===== config.mk =====
export PLATFORM = sky130hd
export DESIGN_NAME = paddle
export DESIGN_NICKNAME = d
export VERILOG_FILES = /design/src/rtl/paddle.sv
export SDC_FILE = /design/constraint.sdc
export NUM_CORES = 1
export LEC_CHECK = 0
export BUFFER_PORTS_ARGS = -buffer_cell sky130_fd_sc_hd__buf_4
export CAP_MARGIN = 30
export CORE_ASPECT_RATIO = 0.6
export CORE_MARGIN = 2
export CORE_UTILIZATION = 30
export CTS_CLUSTER_DIAMETER = 60
export DETAILED_ROUTE_END_ITERATION = 7
export PLACE_DENSITY = 0.59
export SLEW_MARGIN = 0
export SYNTH_ARGS = -nofsm -noshare
export SYNTH_HDL_FRONTEND = slang
export SYNTH_SLANG_ARGS = --single-unit

===== constraint.sdc =====
create_clock -name PixelClock -period 8.3 [get_ports PixelClock]
set_clock_uncertainty 0.05 [all_clocks]
set_input_delay 0.415 -clock PixelClock [delete_from_list [all_inputs] [get_ports PixelClock]]
set_output_delay 0.415 -clock PixelClock [all_outputs]
set_load 0.005 [all_outputs]

===== src/rtl/paddle.sv =====
// paddle -- player bar controller for one side of the Pong game.
//
// Turns the up/down buttons into frame-synchronous vertical motion of the bar,
// with a velocity ramp (StartSpeed, +Accel per frame, capped at MaxSpeed) and
// clamping to the screen. All motion state changes on the single per-frame
// tick (xPos==0, yPos==sHeight), which lies outside the visible area, so the
// published edges are stable while the screen is being drawn.
//
// Optional feature: define PADDLE_AUTO_EN to add autoMode/ballYCentre. With
// autoMode=1 the bar tracks the ball directly, bypassing the button debounce.
//
// Ports:
//   PixelClock   in   pixel clock, all state on its rising edge
//   ResetN       in   synchronous reset, active-low
//   xPos, yPos   in   12-bit scan counters
//   upBtn        in   move-up request (asynchronous)
//   downBtn      in   move-down request (asynchronous)
//   autoMode     in   track the ball instead of the buttons (PADDLE_AUTO_EN)
//   ballYCentre  in   ball centre y coordinate (PADDLE_AUTO_EN)
//   barEdges     out  [0]=left, [1]=right, [2]=top, [3]=bottom
//   drawBar      out  scan position is inside the bar (inclusive)
//   moving       out  motion FSM is not IDLE
module paddle #(
  parameter int oLeft        = 10,
  parameter int oTop         = 225,
  parameter int oWidth       = 20,
  parameter int oHeight      = 150,
  parameter int sHeight      = 600,
  parameter int StartSpeed   = 2,
  parameter int Accel        = 1,
  parameter int MaxSpeed     = 8,
  parameter int AutoDeadband = 8
) (
  input  logic             PixelClock,
  input  logic             ResetN,
  input  logic [11:0]      xPos,
  input  logic [11:0]      yPos,
  input  logic             upBtn,
  input  logic             downBtn,
`ifdef PADDLE_AUTO_EN
  input  logic             autoMode,
  input  logic [10:0]      ballYCentre,
`endif
  output logic [3:0][10:0] barEdges,
  output logic             drawBar,
  output logic             moving
);

  typedef enum logic [1:0] {IDLE, ACCEL, CRUISE} state_t;
  typedef enum logic [1:0] {CMD_NONE, CMD_UP, CMD_DOWN} cmd_t;

  localparam logic [10:0]        StartV  = 11'(StartSpeed);
  localparam logic [10:0]        AccelV  = 11'(Accel);
  localparam logic [10:0]        MaxV    = 11'(MaxSpeed);
  localparam logic [10:0]        TopInit = 11'(oTop);
  localparam logic signed [11:0] MaxTop  = 12'(sHeight - oHeight);

  // Synchronizers, debounce and motion state.
  logic   up_meta, up_sync, down_meta, down_sync;
  cmd_t   samp, cmd, dir;
  state_t state;
  logic [10:0] top, vel;

  // Next-state values.
  cmd_t   samp_next, cmd_next, dir_next, raw;
  state_t state_next;
  logic [10:0] top_next, vel_next;

  logic tick;
  logic move;
  logic signed [11:0] cand;

  assign tick = (xPos == 12'd0) && (yPos == 12'(sHeight));

  // NOTE: every signal assigned in an always_comb gets a default first, so no
  // path through the block leaves it unassigned and no latch is inferred.
  always_comb begin
    raw = CMD_NONE;
    if (up_sync && !down_sync)      raw = CMD_UP;
    else if (down_sync && !up_sync) raw = CMD_DOWN;
  end

  // Debounce: a command is accepted only when it was seen on two consecutive
  // ticks; anything shorter than a frame therefore never reaches the FSM.
  always_comb begin
    samp_next = samp;
    cmd_next  = cmd;
    if (tick) begin
      samp_next = raw;
      if (raw == samp) cmd_next = raw;
`ifdef PADDLE_AUTO_EN
      if (autoMode) begin
        logic [11:0] centre;
        centre   = {1'b0, top} + 12'(oHeight / 2);
        cmd_next = CMD_NONE;
        // ball < centre - deadband, written without a subtraction that could wrap
        if (({1'b0, ballYCentre} + 12'(AutoDeadband)) < centre)
          cmd_next = CMD_UP;
        else if ({1'b0, ballYCentre} > (centre + 12'(AutoDeadband)))
          cmd_next = CMD_DOWN;
      end
`endif
    end
  end

  // Motion FSM; uses the command accepted before this tick.
  always_comb begin
    state_next = state;
    vel_next   = vel;
    dir_next   = dir;
    top_next   = top;
    move       = 1'b0;
    if (tick) begin
      if (cmd == CMD_NONE) begin
        state_next = IDLE;
        vel_next   = '0;
      end else begin
        move     = 1'b1;
        dir_next = cmd;
        if (state == IDLE || cmd != dir) begin
          // Start or reversal: restart the ramp in the new direction.
          vel_next   = StartV;
          state_next = (StartV >= MaxV) ? CRUISE : ACCEL;
        end else if (state == ACCEL) begin
          vel_next   = ((vel + AccelV) >= MaxV) ? MaxV : (vel + AccelV);
          state_next = (vel_next == MaxV) ? CRUISE : ACCEL;
        end else begin
          vel_next   = MaxV;
          state_next = CRUISE;
        end
      end
    end

    // Signed so a move past the top wall shows up as negative, not as a wrap.
    cand = (dir_next == CMD_UP) ? (signed'({1'b0, top}) - signed'({1'b0, vel_next}))
                                : (signed'({1'b0, top}) + signed'({1'b0, vel_next}));

    if (move) begin
      if (cand < 12'sd0) begin
        top_next   = '0;
        state_next = IDLE;
        vel_next   = '0;
      end else if (cand > MaxTop) begin
        top_next   = MaxTop[10:0];
        state_next = IDLE;
        vel_next   = '0;
      end else begin
        top_next = cand[10:0];
      end
    end
  end

  // NOTE: sequential state uses non-blocking assignments so every register
  // samples the pre-edge values, independent of statement order.
  always_ff @(posedge PixelClock) begin
    if (!ResetN) begin
      up_meta   <= 1'b0;
      up_sync   <= 1'b0;
      down_meta <= 1'b0;
      down_sync <= 1'b0;
      samp      <= CMD_NONE;
      cmd       <= CMD_NONE;
      dir       <= CMD_UP;
      state     <= IDLE;
      vel       <= '0;
      top       <= TopInit;
    end else begin
      up_meta   <= upBtn;
      up_sync   <= up_meta;
      down_meta <= downBtn;
      down_sync <= down_meta;
      samp      <= samp_next;
      cmd       <= cmd_next;
      dir       <= dir_next;
      state     <= state_next;
      vel       <= vel_next;
      top       <= top_next;
    end
  end

  always_comb begin
    barEdges[0] = 11'(oLeft);
    barEdges[1] = 11'(oLeft + oWidth - 1);
    barEdges[2] = top;
    barEdges[3] = top + 11'(oHeight - 1);
  end

  assign drawBar = (xPos >= {1'b0, barEdges[0]}) && (xPos <= {1'b0, barEdges[1]}) &&
                   (yPos >= {1'b0, barEdges[2]}) && (yPos <= {1'b0, barEdges[3]});

  assign moving = (state != IDLE);

endmodule


==> results of run 1 <==
worst max path at each step:
stage | startpoint | depth (start not counted) | endpoint
floorplan | xPos[9] | 19 | top[6]
global placement | yPos[7] | 20 | top[1]
detailed placement | yPos[7] | 20 | top[7]
CTS | cmd[1] | 19 | top[7]
global route | cmd[1] | 20 | state[0]
finish | cmd[1] | 19 | top[7]
state kept, by name, summed over array words and instances (netlist names):
name,count
vel,11
up_meta,1
top,11
up_sync,1
state,2
down_meta,1
dir,2
cmd,2
samp,2
down_sync,1
synthesized netlist by cell type (10+ instances only):
master / instances / area, um2
a21oi_1: 21 / 105
buf_4: 26 / 195
dfxtp_1: 34 / 681
ha_1: 36 / 450
inv_1: 33 / 124
nand2_1: 40 / 150
nand3_1: 14 / 70.1
nor2_1: 32 / 120
nor2b_1: 11 / 68.8
o21a_1: 10 / 75.1
o21ai_0: 21 / 105
xnor2_1: 14 / 123
cells in the final DEF, fill, tap and decap left out, types with 3 or more instances in the layout:
cell type / netlist / routed
o21a_1: 10 / 10
and3_1: 9 / 9
dfxtp_1: 34 / 34
and4_1: 4 / 4
clkbuf_16: 0 / 5
nand4_1: 4 / 4
nor2b_1: 11 / 11
nor2_1: 32 / 32
and2_1: 6 / 6
a21o_1: 5 / 5
o21ai_0: 21 / 21
o211ai_1: 5 / 5
nand3_1: 14 / 14
a21oi_1: 21 / 21
nand2_1: 40 / 40
inv_1: 33 / 33
nor4_1: 3 / 3
or3_1: 4 / 4
a211oi_1: 3 / 3
a31oi_1: 4 / 4
buf_4: 26 / 53
nor3_1: 8 / 8
o21ai_1: 6 / 6
xnor2_1: 14 / 14
nor4b_1: 4 / 4
xor2_1: 6 / 6
nand2b_1: 7 / 7
ha_1: 36 / 36
o22ai_1: 6 / 6
conb_1: 2 / 22
layout make-up:
type,count,area [um2]
fillers,1196,7230
multi-input cells,377,2630
clock inverters,3,68.8
flip-flops and latches,34,681
clock buffers,5,125
well taps,160,200
inverters,34,128
repair buffers,54,425
layer usage:
layer  track usage  wire length [um]  part of all wire  vias to the layer above
met1         0.246              5520              0.51                     1659
met3        0.0598               989             0.092                       18
met4        0.0490               156             0.014                        0
met2         0.236              4100              0.38                      132
met5             0                 0                 0                        -
li1              -                 -                 -                     1732
power groups by stage:
| stage | Combinational (mW) | Sequential [mW] | Clock, mW |
|---|---|---|---|
| floorplan | 0.0419 | 0.169 | 0 |
| global placement | 0.0556 | 0.171 | 0 |
| detailed placement | 0.0562 | 0.171 | 0 |
| CTS | 0.0567 | 0.167 | 0.259 |
| global route | 0.0642 | 0.167 | 0.265 |
| finish | 0.0586 | 0.167 | 0.251 |
cells by family after synthesis:
| group | Yosys count | synth area share |
|---|---|---|
| compound gates | 126 | 0.252 |
| fa+ha+maj | 37 | 0.131 |
| simple gates | 168 | 0.262 |
| other cells | 2 | 0.00209 |
| mux | 3 | 0.00869 |
| xor+xnor | 21 | 0.0532 |
| flops | 34 | 0.189 |
| buf+inv | 71 | 0.103 |
stage by stage:
step                       util  cell area (um2)  total power, mW
after floorplan               -             3680            0.211
after global placement    0.350             4030            0.226
after detailed placement  0.351             4030            0.227
after CTS                 0.368             4230            0.482
after global routing      0.370             4250            0.496
final                     0.370             4250            0.477
==> run metrics, run 1 <==
status finished clean; Hold Path Class in -> reg; hpwl dp 8530 um; Antenna diodes 0; WL final 10800 um; hold path start downBtn; period utilization 0.699; WHS 279 ps; Via-to-Cell Ratio 5.31; FF-to-FF path depth 19; All-Layer GR Usage 0.170; wire per inst 16.1 um; Reg2Reg Setup Slack 2500 ps; Worst path slowest cell dfxtp_1; FFs w/ async S/R, synth 0; arrival time at the worst endpoint 5930 ps; worst vdd ir 72.6 uV; MaxCap Viol Count 0; Core ar. 0.0115 mm2; GPL Wtd Cong 0.909; Crit Path Class reg -> reg; CTS sink count 34; Cells after Synth 462; cell family with most CP delay simple AND/OR/NAND/NOR gates; clock-pin slew on the worst setup and hold paths 60 ps; initial antenna violation count 0; R2R Path End top[7]; Synth Flop Type dfxtp_1; # IOs 74; Post-DRT Antenna Nets 0; row count 30; CTS Buf Count 5; Overflow after GRT 0; Final setup viols 0; Synth Warn # 0; switch share 0.241; Period minus WS final 5800 ps; synthesized area 0.00360 mm2; Leak 1.80 nW; clock power share 0.527; Power Density 112 mW/mm2; # resized after CTS 0; fin cells 667; root buffer cell clkbuf_16; Critical path buffers and inverters 2; Hold Path End down_meta; syn avg cell area 7.79 um2; Max Slew Vio Count 0; P_int 0.362 mW; Skew-Pair Late Insertion Delay 290 ps; CP max stage delay 600 ps; hold buffer count at CTS 0; hold path cells 2; Net Switching 0.115 mW; starting DRC count in detailed routing 274; critical path launch point type register; Pre-antenna DRT Iters 6; largest net degree at the start of global routing 31; Post-synth EDFFs 0; #FFs+latches synth 34; Post CTS Setup Buffer Count 0; Crit Path Max Fanout 14; worst-margin pin slew 909 ps; Hold Vio Cnt, Final 0; RSZ-0062 raised after global routing no; H-tree Lvls 2; dpl ws 2400 ps; Fin Setup TNS 0 ps; initial core utilization 0.314; register area share after synthesis 0.189; combinational power share 0.123; Layout Area Growth over Synthesis 18.1%; Unique masters post-synth 88; fin nets 571; Die ar. 0.0129 mm2; sequential share of power 0.350; fmax 172 MHz; Cells after DPL 658; worst relative slew slack 0.393; vias in the first global route 3323; critical path, cell by cell nor2_1 -> or4_4 -> nor3_4 -> nand2_1 -> o311ai_1 -> inv_1 -> ha_1 -> inv_1 -> nor4_4 -> o21ai_0 -> o211ai_1 -> ha_1 -> or4_4 -> or3_4 -> a21oi_2 -> o21a_4 -> nor2_1 -> a211o_1 -> a221o_1; Req. time, crit path 8430 ps; Worst R2R Start cmd[1]; die width 145 um; Die Ht 88.9 um; DR vias 3541; port buffer count 51; clk buf depth 2; CTS tree yes; Post-route DRC 0; first-pass GRT wire length 17400 um; Final WS setup 2500 ps; crit end category register; layout cells sized above 1 0.164
Power figures use the tool's default switching activity.
==> run 2: changes to the inputs <==
--- a/config.mk
+++ b/config.mk
@@ -5,6 +5,7 @@
 export SDC_FILE = /design/constraint.sdc
 export NUM_CORES = 1
 export LEC_CHECK = 0
+export ABC_AREA = 1
 export BUFFER_PORTS_ARGS = -buffer_cell sky130_fd_sc_hd__buf_4
 export CAP_MARGIN = 30
 export CORE_ASPECT_RATIO = 0.6
@@ -12,7 +13,7 @@
 export CORE_UTILIZATION = 30
 export CTS_CLUSTER_DIAMETER = 60
 export DETAILED_ROUTE_END_ITERATION = 7
-export PLACE_DENSITY = 0.59
+export PLACE_DENSITY = 0.61
 export SLEW_MARGIN = 0
 export SYNTH_ARGS = -nofsm -noshare
 export SYNTH_HDL_FRONTEND = slang
==> constraint.sdc (replaced) <==
create_clock -name PixelClock -period 5.22 [get_ports PixelClock]
set_clock_uncertainty 0.05 [all_clocks]
set_input_delay 0.261 -clock PixelClock [delete_from_list [all_inputs] [get_ports PixelClock]]
set_output_delay 0.261 -clock PixelClock [all_outputs]
set_load 0.005 [all_outputs]
==> run 2 against run 1 <==
  * Combinational power rose by 4.4%
  * Clock-buffer cell count did not move
  * Critical path type unchanged
  * Via count did not move
  * Utilization fell by 0.37 points
  * Hold slack got worse by 170 ps
  * Non-clock buffer count fell by 2
  * Final cell count rose by 12%
  * Register-to-register slack got worse by 1900 ps
  * Clock power rose by 38%
  * Sequential power rose by 56%
  * Sequential cell count did not move
==> run metrics, run 2 <==
Worst path slowest cell fa_1 (was dfxtp_1); Post-synth EDFFs 0 (unchanged); DR vias 3541 (unchanged); Antenna diodes 0 (unchanged); vias in the first global route 3271 (was 3323); Power Density 160 mW/mm2 (was 112 mW/mm2); CTS tree yes (unchanged); Final setup viols 0 (unchanged); #FFs+latches synth 34 (unchanged); Unique masters post-synth 39 (was 88); WL final 9920 um (was 10800 um); main combinational cell family by area after synthesis simple AND/OR/NAND/NOR gates (unchanged); M1 WL 5110 um (was 5520 um); FFs w/ async S/R, synth 0 (unchanged); Post-Synth Simple-Gate Area 0.321 (was 0.262); Overflow after GRT 0 (unchanged); arrival time at the worst endpoint 4790 ps (was 5930 ps); Hold Path Class in -> reg (unchanged); Via-to-Cell Ratio 4.75 (was 5.31); clock power share 0.517 (was 0.527); hold buffer count at CTS 0 (unchanged); Die ar. 0.0126 mm2 (was 0.0129 mm2); Synth Flop Type dfxtp_1 (unchanged); Final WS setup 590 ps (was 2500 ps); # IOs 74 (unchanged); P_int 0.512 mW (was 0.362 mW); starting DRC count in detailed routing 160 (was 274); synthesized area 0.00351 mm2 (was 0.00360 mm2); root buffer cell clkbuf_16 (unchanged); post-synth top area share 0.194 (was 0.189); max layer used met4 (unchanged); largest registers top (11), vel (11) (unchanged); CTS sink count 34 (unchanged); largest cells by area after synthesis dfxtp_1, ha_1, nand2_1 (was dfxtp_1, ha_1, buf_4); Core ar. 0.0114 mm2 (was 0.0115 mm2); Synth Warn # 0 (unchanged); period utilization 0.887 (was 0.699); first-pass GRT wire length 16100 um (was 17400 um); Die Ht 87.8 um (was 88.9 um); largest area contributor in the netlist dfxtp_1 (unchanged); Max Slew Vio Count 0 (unchanged); Crit Path Class reg -> reg (unchanged); Fin Setup TNS 0 ps (unchanged); CP max stage delay 440 ps (was 600 ps); mux cell area share after synthesis 0 (was 0.00869); port buffer count 51 (unchanged); Pre-antenna DRT Iters 5 (was 6); H-tree Lvls 2 (unchanged); Period minus WS final 4630 ps (was 5800 ps); wire per inst 13.3 um (was 16.1 um); Synth Area in Compound Gates 0.123 (was 0.252); Net Switching 0.157 mW (was 0.115 mW); Critical Path Most Common Cell nand2_1; most frequent cells in the layout nand2_1, inv_1, buf_4 (was buf_4, nand2_1, ha_1); clock-pin slew on the worst setup and hold paths 60 ps (about the same); Skew-Pair Late Insertion Delay 290 ps (about the same); total power 0.668 mW (was 0.477 mW); GPL Wtd Cong 0.888 (was 0.909); largest net degree at the start of global routing 18 (was 31); Crit Path Max Fanout 9 (was 14); Hold Vio Cnt, Final 0 (unchanged); Post CTS Setup Buffer Count 0 (unchanged); layout cells sized above 1 0.169 (was 0.164); Fillers 1194 (was 1196); # resized after CTS 0 (unchanged); die width 144 um (was 145 um); switch share 0.234 (was 0.241); dpl ws 609 ps (was 2400 ps); status finished clean (unchanged); count leader, synth nand2_1 (unchanged); syn avg cell area 6.62 um2 (was 7.79 um2); initial core utilization 0.309 (was 0.314); All-Layer GR Usage 0.162 (was 0.170); critical path launch point type register (unchanged); worst-margin pin slew 586 ps (was 909 ps); CTS Buf Count 5 (unchanged); initial antenna violation count 0 (unchanged); fmax 216 MHz (was 172 MHz); worst vdd ir 101 uV (was 72.6 uV); worst relative slew slack 0.607 (was 0.393); Met2 Wirelength 3920 um (was 4100 um); combinational power share 0.092 (was 0.123); hpwl dp 8160 um (was 8530 um); fin nets 649 (was 571); met3 WL post-DR 856 um (was 989 um); Post-DRT Antenna Nets 0 (unchanged); sequential share of power 0.391 (was 0.350); RSZ-0062 raised after global routing no (unchanged); register area share after synthesis 0.194 (was 0.189); Leak 2.11 nW (was 1.80 nW); commonest non-fill, non-tap cell in the layout nand2_1 (was buf_4); MaxCap Viol Count 0 (unchanged); Reg2Reg Setup Slack 590 ps (was 2500 ps); Post-route DRC 0 (unchanged); adder-cell share of the synthesized area 0.134 (was 0.131); row count 30 (unchanged); xor/xnor cell area share of the yosys netlist 0.0748 (was 0.0532); Cells after Synth 531 (was 462); Req. time, crit path 5380 ps (was 8430 ps); clk buf depth 2 (unchanged); crit end category register (unchanged); Layout Area Growth over Synthesis 18.7% (was 18.1%); Synth top cells by count nand2_1, inv_1, nor2_1, nand3_1, ha_1 (was nand2_1, ha_1, dfxtp_1, inv_1, nor2_1)
-- run 2: final cells by class --
class,count,area (um2),area share
inverters,93,349,0.0837
well taps,160,200,0.0480
repair buffers,52,390,0.0936
clock buffers,5,125,0.0300
multi-input cells,398,2380,0.571
flip-flops and latches,34,681,0.163
clock inverters,3,45.0,0.0108
-- run 2: logic make-up (layout without fill, tap and decap cells) --
family	count (synthesis)	count (layout)
fa+ha+maj	37	37
flops	34	34
simple gates	235	235
xor+xnor	30	30
other cells	2	22
buf+inv	119	153
compound gates	74	74
-- run 2: metrics by stage --
step	cell area, um2	cells	util	hold WS [ps]
6_report	4170	745	0.367	111
5_1_grt	4170	745	0.367	124
4_1_cts	4170	745	0.366	111
3_5_place_dp	4000	737	0.351	360
3_3_place_gp	4000	737	0.351	354
2_1_floorplan	3590	551	-	309
-- run 2: metal layers --
layer | vias up | global-route usage
met5 | - | 0
met1 | 1618 | 0.238
met2 | 133 | 0.240
met3 | 6 | 0.0481
li1 | 1784 | -
met4 | 0 | 0.0169
-- run 2: power groups by stage --
stage                     Combinational (mW)  Clock, mW  Sequential (mW)
after floorplan                       0.0416          0            0.267
after global placement                0.0582          0            0.267
after detailed placement              0.0602          0            0.267
after CTS                             0.0606      0.351            0.261
after global routing                  0.0692      0.364            0.261
final                                 0.0612      0.346            0.261
-- run 2: final timing paths --
| path | to | cells after the start | startpoint |
|---|---|---|---|
| setup reg to reg | vel[1] | 31 | vel[1] |
| hold / removal | down_meta | 3 | downBtn |
| setup / recovery | vel[1] | 31 | vel[1] |
| hold reg to reg | up_sync | 2 | up_meta |
-- run 2: critical path: cells and delay by family, from the launching register on --
family / cells / cell delay [ps]
AO/OA/AOI/OAI: 3 / 640
adder cells (fa/ha/maj): 3 / 960
buffers and inverters: 3 / 310
flip-flops: 1 / 390
AND/OR/NAND/NOR: 22 / 2200
==> run 3: changes to the inputs <==
--- a/config.mk
+++ b/config.mk
@@ -7,13 +7,14 @@
 export LEC_CHECK = 0
 export ABC_AREA = 1
 export BUFFER_PORTS_ARGS = -buffer_cell sky130_fd_sc_hd__buf_4
-export CAP_MARGIN = 30
+export CELL_PAD_IN_SITES_DETAIL_PLACEMENT = 2
+export CELL_PAD_IN_SITES_GLOBAL_PLACEMENT = 2
 export CORE_ASPECT_RATIO = 0.6
 export CORE_MARGIN = 2
-export CORE_UTILIZATION = 30
+export CORE_UTILIZATION = 27
 export CTS_CLUSTER_DIAMETER = 60
 export DETAILED_ROUTE_END_ITERATION = 7
-export PLACE_DENSITY = 0.61
+export PLACE_DENSITY = 0.87
 export SLEW_MARGIN = 0
 export SYNTH_ARGS = -nofsm -noshare
 export SYNTH_HDL_FRONTEND = slang
==> run 3 against run 2 <==
  * Sequential cell count stayed put
  * Design area is 1.7% higher
  * Power is 11% higher
  * Die area is 11% higher
  * Sequential share of layout area is 0.26 points lower
  * Register-to-register slack worse by 80 ps
  * Final cell count is 1.5% higher
  * Clock power is 19% higher
  * Utilization is 3.5 points lower
  * Global-route usage is 4.8 points higher
  * Critical endpoint is now top[2]
  * Highest routed layer unchanged
==> run metrics, run 3 (synthesized netlist as in run 2, its figures left out) <==
status finished clean (unchanged); Die Ht 92.4 um (was 87.8 um); Crit Path Class reg -> reg (unchanged); Period minus WS final 4710 ps (was 4630 ps); Power Density 175 mW/mm2 (was 160 mW/mm2); period utilization 0.902 (was 0.887); # IOs 74 (unchanged); Core ar. 0.0128 mm2 (was 0.0114 mm2); Overflow after GRT 0 (unchanged); CP max stage delay 450 ps (was 440 ps); CTS tree yes (unchanged); crit end category register (unchanged); Leak 2.14 nW (was 2.11 nW); initial core utilization 0.275 (was 0.309); total power 0.740 mW (was 0.668 mW); hold buffer count at CTS 0 (unchanged); commonest non-fill, non-tap cell in the layout nand2_1 (unchanged); Final WS setup 512 ps (was 590 ps); arrival time at the worst endpoint 4850 ps (was 4790 ps); Skew-Pair Late Insertion Delay 290 ps (about the same); Post-route DRC 0 (unchanged); Die ar. 0.0140 mm2 (was 0.0126 mm2); GPL Wtd Cong 0.823 (was 0.888); Crit Path Max Fanout 9 (unchanged); MaxCap Viol Count 0 (unchanged); most frequent cells in the layout nand2_1, inv_1, buf_4 (unchanged); die width 151 um (was 144 um); fin nets 650 (was 649); first-pass GRT wire length 22400 um (was 16100 um); Fillers 1541 (was 1194); Max Slew Vio Count 0 (unchanged); vias in the first global route 4111 (was 3271); CTS sink count 34 (unchanged); layout cells sized above 1 0.172 (was 0.169); largest net degree at the start of global routing 18 (unchanged); Req. time, crit path 5360 ps (was 5380 ps); crit path from vel[0] (was vel[1]); starting DRC count in detailed routing 125 (was 160); Net Switching 0.166 mW (was 0.157 mW); fmax 212 MHz (was 216 MHz); hpwl dp 11800 um (was 8160 um); H-tree Lvls 2 (unchanged); All-Layer GR Usage 0.209 (was 0.162); Final setup viols 0 (unchanged); root buffer cell clkbuf_16 (unchanged); RSZ-0062 raised after global routing no (unchanged); Hold Path Class in -> reg (unchanged); dpl ws 194 ps (was 609 ps); switch share 0.224 (was 0.234); clk buf depth 2 (unchanged); Post-DRT Antenna Nets 0 (unchanged); Layout Area Growth over Synthesis 20.7% (was 18.7%); wire per inst 18.9 um (was 13.3 um); CTS Buf Count 5 (unchanged); critical path launch point type register (unchanged); Via-to-Cell Ratio 4.87 (was 4.75); worst relative slew slack 0.522 (was 0.607); combinational power share 0.092 (about the same); hold path start upBtn (was downBtn); Hold Vio Cnt, Final 0 (unchanged); Reg2Reg Setup Slack 510 ps (was 590 ps); P_int 0.574 mW (was 0.512 mW); worst-margin pin slew 712 ps (was 586 ps); Util after Layout 0.332 (was 0.367); largest registers top (11), vel (11) (unchanged); WL final 14300 um (was 9920 um); port buffer count 51 (unchanged); worst vdd ir 131 uV (was 101 uV); Pre-antenna DRT Iters 4 (was 5); initial antenna violation count 0 (unchanged); Antenna diodes 0 (unchanged); clock power share 0.555 (was 0.517); Worst path slowest cell fa_1 (unchanged); clock-pin slew on the worst setup and hold paths 60 ps (about the same); Worst R2R Start vel[0] (was vel[1]); DR vias 3682 (was 3541); Fin Setup TNS 0 ps (unchanged); row count 32 (was 30); sequential share of power 0.353 (was 0.391); Critical Path Most Common Cell nand2_1 (unchanged)
## run 3: cell count changes in the layout (fill, tap and decap cells not counted), sizes merged
cell / previous run / this run
clkbuf: 5 / 6
bufinv: 1 / 2
clkinvlp: 2 / 0
buf: 52 / 53
## run 3: metal layers
metal	part of all wire	vias to the layer above	global-route usage
li1	-	1780	-
met1	0.48	1821	0.284
met2	0.47	71	0.347
met3	0.043	10	0.0404
met4	0.0065	0	0.0413
met5	0	-	0
## run 3: area by class of cell
type | count | area [um2] | area share
Multi-Input combinational cell | 398 | 2390 | 0.563
Sequential cell | 34 | 681 | 0.161
Timing Repair Buffer | 53 | 410 | 0.0968
Inverter | 93 | 349 | 0.0823
Tap cell | 170 | 213 | 0.0502
Clock buffer | 6 | 139 | 0.0328
Clock inverter | 2 | 60.1 | 0.0142
## run 3: power groups by stage
stage / combinational (mW) / sequential [mW] / clock, mW
3_5_place_dp: 0.0666 / 0.267 / 0
3_3_place_gp: 0.0601 / 0.267 / 0
5_1_grt: 0.0755 / 0.261 / 0.430
6_report: 0.0680 / 0.261 / 0.411
2_1_floorplan: 0.0416 / 0.267 / 0
4_1_cts: 0.0673 / 0.261 / 0.414
## run 3: final timing paths
check / endpoint / cells past startpoint
setup / recovery: top[2] / 30
hold / removal: up_meta / 3
setup reg to reg: top[2] / 30
hold reg to reg: down_sync / 2
## run 3: per-stage QoR
| step | instance area (um2) | instances | hold slack [ps] |
|---|---|---|---|
| after floorplan | 3590 | 551 | 309 |
| after global placement | 4010 | 747 | 350 |
| after global routing | 4240 | 756 | 126 |
| after detailed placement | 4010 | 747 | 361 |
| after CTS | 4210 | 755 | 107 |
| final | 4240 | 756 | 105 |
## run 3: critical path, delay by kind of cell (launching register included)
| kind | cells | cell delay [ps] |
|---|---|---|
| buffers and inverters | 5 | 580 |
| flip-flops | 1 | 410 |
| adder cells (fa/ha/maj) | 3 | 990 |
| AO/OA/AOI/OAI | 4 | 740 |
| AND/OR/NAND/NOR | 18 | 1830 |
## run 3: timing repair
| action | 4_1_cts | 5_1_grt |
|---|---|---|
| setup buffers | 0 | 1 |
| resized for setup | 0 | 6 |
| endpoints found under the setup margin | 0 | 15 |
